`config.mk`:
```
export PLATFORM = sky130hd
export DESIGN_NAME = pfd_lock_detector
export DESIGN_NICKNAME = d
export VERILOG_FILES = /design/src/rtl/pfd_lock_detector.sv
export SDC_FILE = /design/constraint.sdc
export NUM_CORES = 1
export LEC_CHECK = 0
export CAP_MARGIN = 20
export CORE_MARGIN = 10
export CORE_UTILIZATION = 25
export CTS_CLUSTER_SIZE = 30
export DETAILED_ROUTE_END_ITERATION = 10
export GPL_TIMING_DRIVEN = 1
export PLACE_DENSITY_LB_ADDON = 0.25
export SLEW_MARGIN = 0
export SYNTH_ARGS = -nofsm -noshare
export SYNTH_HDL_FRONTEND = slang
export SYNTH_SLANG_ARGS = --single-unit
```
`constraint.sdc`:
```
create_clock -name fpga_clk_i -period 4.07 [get_ports fpga_clk_i]
set_input_delay 1.0175 -clock fpga_clk_i [delete_from_list [all_inputs] [get_ports fpga_clk_i]]
set_output_delay 1.0175 -clock fpga_clk_i [all_outputs]
set_load 0.05 [all_outputs]
```
`src/rtl/pfd_lock_detector.sv`:
```
// Counter-based phase/frequency detector: measures signed rising-edge separation of
// two asynchronous clocks in fpga_clk_i cycles, flags cycle slips and reports lock.
`timescale 1ns/1ps
module pfd_lock_detector #(
  parameter int ERR_W       = 8,
  parameter int SYNC_STAGES = 2,
  parameter int LOCK_TOL    = 2,
  parameter int LOCK_CNT    = 4
) (
  input  logic                    fpga_clk_i,
  input  logic                    reset_i,
  input  logic                    enable_i,
  input  logic                    ref_clk_i,
  input  logic                    gen_clk_i,
  output logic signed [ERR_W-1:0] error_o,
  output logic                    error_valid_o,
  output logic                    lock_o,
  output logic                    slip_o
);

  localparam int               CNT_W     = ERR_W - 1;
  localparam int               LCW       = $clog2(LOCK_CNT + 1);
  localparam logic [CNT_W-1:0] ERR_MAX   = '1;
  localparam logic [CNT_W-1:0] CNT_ONE   = CNT_W'(1);
  localparam logic [CNT_W-1:0] TOL       = CNT_W'(LOCK_TOL);
  localparam logic [LCW-1:0]   LOCK_FULL = LCW'(LOCK_CNT);

  typedef enum logic [1:0] {IDLE, REF_LEAD, GEN_LEAD} state_e;

  logic [SYNC_STAGES-1:0] ref_sync_q, ref_sync_d, gen_sync_q, gen_sync_d;
  logic                   ref_hist_q, ref_hist_d, gen_hist_q, gen_hist_d;
  state_e                 state_q, state_d;
  logic [CNT_W-1:0]       cnt_q, cnt_d, cnt_inc;
  logic [LCW-1:0]         lock_cnt_q, lock_cnt_d;
  logic signed [ERR_W-1:0] error_q, error_d, mag_s;
  logic                   valid_q, valid_d, slip_q, slip_d, lock_q, lock_d;
  logic                   ref_rise, gen_rise;
  logic                   meas_valid, meas_slip, meas_neg;
  logic [CNT_W-1:0]       meas_mag;

  // Both inputs see the same synchroniser depth, so their relative timing is preserved.
  always_comb begin
    ref_sync_d = {ref_sync_q[SYNC_STAGES-2:0], ref_clk_i};
    gen_sync_d = {gen_sync_q[SYNC_STAGES-2:0], gen_clk_i};
    ref_hist_d = ref_sync_q[SYNC_STAGES-1];
    gen_hist_d = gen_sync_q[SYNC_STAGES-1];
    ref_rise   = ref_sync_q[SYNC_STAGES-1] & ~ref_hist_q;
    gen_rise   = gen_sync_q[SYNC_STAGES-1] & ~gen_hist_q;
  end

  // NOTE: every signal gets a default before the case so no path leaves it unassigned (no latches).
  always_comb begin
    state_d    = state_q;
    cnt_d      = cnt_q;
    cnt_inc    = (cnt_q == ERR_MAX) ? cnt_q : cnt_q + CNT_ONE;
    meas_valid = 1'b0;
    meas_slip  = 1'b0;
    meas_neg   = 1'b0;
    meas_mag   = cnt_q;
    unique case (state_q)
      IDLE: begin
        if (ref_rise && gen_rise) begin
          meas_valid = 1'b1;
          meas_mag   = '0;
        end else if (ref_rise) begin
          state_d = REF_LEAD;
          cnt_d   = CNT_ONE;
        end else if (gen_rise) begin
          state_d = GEN_LEAD;
          cnt_d   = CNT_ONE;
        end
      end
      REF_LEAD: begin
        if (gen_rise) begin
          meas_valid = 1'b1;
          if (ref_rise) cnt_d = CNT_ONE;
          else begin
            state_d = IDLE;
            cnt_d   = '0;
          end
        end else if (ref_rise) begin
          meas_valid = 1'b1;
          meas_slip  = 1'b1;
          meas_mag   = ERR_MAX;
          cnt_d      = CNT_ONE;
        end else begin
          cnt_d = cnt_inc;
        end
      end
      GEN_LEAD: begin
        meas_neg = 1'b1;
        if (ref_rise) begin
          meas_valid = 1'b1;
          if (gen_rise) cnt_d = CNT_ONE;
          else begin
            state_d = IDLE;
            cnt_d   = '0;
          end
        end else if (gen_rise) begin
          meas_valid = 1'b1;
          meas_slip  = 1'b1;
          meas_mag   = ERR_MAX;
          cnt_d      = CNT_ONE;
        end else begin
          cnt_d = cnt_inc;
        end
      end
      default: begin
        state_d = IDLE;
        cnt_d   = '0;
      end
    endcase
    if (!enable_i) begin
      state_d    = IDLE;
      cnt_d      = '0;
      meas_valid = 1'b0;
      meas_slip  = 1'b0;
    end
  end

  // Lock qualification: an out-of-tolerance result drops lock with its own strobe.
  always_comb begin
    mag_s      = $signed({1'b0, meas_mag});
    error_d    = error_q;
    valid_d    = meas_valid;
    slip_d     = meas_slip;
    lock_cnt_d = lock_cnt_q;
    lock_d     = (lock_cnt_q == LOCK_FULL);
    if (meas_valid) begin
      error_d = meas_neg ? -mag_s : mag_s;
      if (meas_mag <= TOL) begin
        if (lock_cnt_q != LOCK_FULL) lock_cnt_d = lock_cnt_q + LCW'(1);
      end else begin
        lock_cnt_d = '0;
        lock_d     = 1'b0;
      end
    end
    if (!enable_i) begin
      lock_cnt_d = '0;
      lock_d     = 1'b0;
    end
  end

  // NOTE: sequential state uses non-blocking assignments; reset is sampled on the clock edge.
  always_ff @(posedge fpga_clk_i) begin
    if (reset_i) begin
      ref_sync_q <= '0;
      gen_sync_q <= '0;
      ref_hist_q <= 1'b0;
      gen_hist_q <= 1'b0;
      state_q    <= IDLE;
      cnt_q      <= '0;
      lock_cnt_q <= '0;
      error_q    <= '0;
      valid_q    <= 1'b0;
      slip_q     <= 1'b0;
      lock_q     <= 1'b0;
    end else begin
      ref_sync_q <= ref_sync_d;
      gen_sync_q <= gen_sync_d;
      ref_hist_q <= ref_hist_d;
      gen_hist_q <= gen_hist_d;
      state_q    <= state_d;
      cnt_q      <= cnt_d;
      lock_cnt_q <= lock_cnt_d;
      error_q    <= error_d;
      valid_q    <= valid_d;
      slip_q     <= slip_d;
      lock_q     <= lock_d;
    end
  end

  assign error_o       = error_q;
  assign error_valid_o = valid_q;
  assign slip_o        = slip_q;
  assign lock_o        = lock_q;

endmodule

```
==> metrics.txt <==
dominant cell type by area after synthesis dfxtp_1; Root Driver clkbuf_8; DP Area approximately 1900 sq um; ANT cells 0; # IOs 16; clock sinks 29; first-pass GRT wire length around 7000 microns; Finished Layout Cells 314; final setup vio count 0; largest net degree at the start of global routing 17; ANT nets after route 0; final net count ~230; Syn Std Cell Area about 1800 sq um; FF+latch count, synth 29; Yosys warnings 0; vias in the first global route 1478; Max Fclk between 300 and 400 MHz; status finished clean; IO buf count 15; clk buf depth 2; top-count cell post-synth dfxtp_1; Leakage Power 0.669 nW; GRT overflow 0; WL final 4040 microns; max cap viols 0; Combinational Power Share 9.8%; Mapped Cells 210; Least-Margin Pin Slew 0.749 ns; die area 10800 sq um; Remaining DRCs 0; Initial Util 25.8%; number of synthesized flops with an enable pin 0; buffers plus inverters on the worst setup path 3; clock power share 40.5%; unrepaired setup endpoints after global routing false; part of the power in registers 49.7%; Syn Nets between 200 and 250; num rows 30; dpl ws 0.848 ns; Power Density 293 nW/um^2; Post-CTS Resized 0; WP data required roughly 4.3 ns; DR vias/cell about 4.9; setup TNS 0 ns; Synth cell types 52; initial antenna violation count 0; DP HPWL 2990 microns; Slew Viols, Final 0; Slew HR between 50% and 60%; first-pass detailed-route iteration total 4; share of the synthesized area in the top cell type 33.0%; Synth Flop Type dfxtp_1; Worst-path clk slew 0.06 ns; CP Launch Type register; Peak supply drop 0.111 mV; switch share around 24%; Worst path max stage delay between 0.6 and 0.7 ns; GRT Overall Usage 7.54%; Post-synth ARST share 0%; die width 104 microns; Setup CP Type register to register; share of layout cells above drive strength 1 7.80%; CP top delay family simple AND/OR/NAND/NOR gates; register area share after synthesis 33.0%; Final Hold Vio Count 0; setup slack after layout 0.800 ns; min Tclk post-route 3.27 ns; post-synthesis area per instance 8.38 sq um; initial drt markers 96; RD Place Congestion between 0.8 and 0.9; slowest library cell on the worst path or4_1; fin crit share approximately four fifths; core box area between 6000 and 7000 sq um; Layout area overhead 14.2%; hold buffer count at cts 0; worst hold-check path type register to register; routed vias approximately 1500; top cells by count, synth 29 x dfxtp_1, 17 x nor2_1, 16 x nand2_1; DP Cell Count between 300 and 400; # H-tree levels 2; internal power 0.445 mW; switching pwr 0.143 mW; CP Cell Sequence inv_1 -> ha_1 -> inv_2 -> or4_1 -> and2_1 -> nand2_1 -> inv_1 -> ha_1 -> nand2b_1 -> or3_1 -> a311oi_1; crit-path max FO 12; clock skew approximately 0.0058 ns; TritonCTS buffer count 5; Area contributors post-synth dfxtp_1 33%, ha_1 6.4%, a21oi_1 3.7%; Finished Cell Area roughly 2000 sq um; routed length per instance around 13 microns; CTS tree yes; chip height ~100 microns; critical path data arrival time 3.46 ns; Worst-Skew Late Latency 0.27 ns; CP endpoint kind register; Post-CTS Setup Inserts 0
[power by group through the flow]
stage | clock [mW] | combinational [mW] | sequential, mW
floorplan | 0 | 0.0439 | 0.298
global placement | 0 | 0.0578 | 0.298
detailed placement | 0 | 0.0578 | 0.298
CTS | 0.249 | 0.0579 | 0.292
global route | 0.261 | 0.0649 | 0.293
finish | 0.238 | 0.0579 | 0.292
[metal layers]
layer,track usage (%),part of all wire (%),wire length (microns)
met5,0,0,0
met3,2.35,3.8,154
met2,11.7,44,1800
met4,2.39,0.87,35
met1,9.67,51,2060
[flip-flops by register name, indices dropped and copies added, names as in the netlist]
signal and cells:
ref_hist_q 1, lock_cnt_q 3, lock_o 1, error_valid_o 1, gen_hist_q 1, ref_sync_q 2, slip_o 1, state_q 2
cnt_q 7, error_o 8, gen_sync_q 2
[path summary, 6_finish.rpt]
| check | start | end | slack, ns | cells after the start |
|---|---|---|---|---|
| max | state_q[0]$_SDFFE_PP0P_ | error_o[2]$_SDFFE_PP0P_ | 0.80 | 11 |
| min reg2reg | ref_sync_q[0]$_SDFF_PP0_ | ref_sync_q[1]$_SDFF_PP0_ | 0.43 | 1 |
| min | ref_sync_q[0]$_SDFF_PP0_ | ref_sync_q[1]$_SDFF_PP0_ | 0.43 | 1 |
| max reg2reg | state_q[0]$_SDFFE_PP0P_ | error_o[2]$_SDFFE_PP0P_ | 0.80 | 11 |
[through the flow]
stage | power (mW) | hold slack [ns] | util, %
after floorplan | 0.342 | 0.414 | -
after global placement | 0.356 | 0.416 | 28.2
after detailed placement | 0.356 | 0.424 | 28.2
after CTS | 0.599 | 0.439 | 29.4
after global routing | 0.619 | 0.466 | 29.4
final | 0.588 | 0.434 | 29.4
[cell usage in the layout (no fill, tap or decap), types with 6 or more instances in the layout]
cell type and instances:
clkbuf_8 6, nand2_1 16, a211oi_1 6, dfxtp_1 29, ha_1 9, nor2b_1 9
nor3_1 7, o21ai_0 10, inv_1 7, clkdlybuf4s50_1 15, a21oi_1 13, nand2b_1 6
nor2_1 17, nand3_1 6
[cell families after synthesis]
group                    Yosys count  synth area share, %
AO/OA/AOI/OAI                     58                 23.0
XOR/XNOR                           3                 1.49
adder cells (fa/ha/maj)            9                 6.40
buffers and inverters             23                 8.18
flip-flops                        29                 33.0
multiplexers                       2                 1.14
AND/OR/NAND/NOR                   86                 26.7
[final cells by class]
| class | count | area (sq um) |
|---|---|---|
| inverter | 8 | 30.0 |
| timing repair buffer | 16 | 158 |
| tap | 96 | 120 |
| multi-input combinational | 158 | 1030 |
| sequential | 29 | 581 |
| clock buffer | 7 | 86.3 |
| fill | 772 | 4820 |
Power figures use the tool's default switching activity.
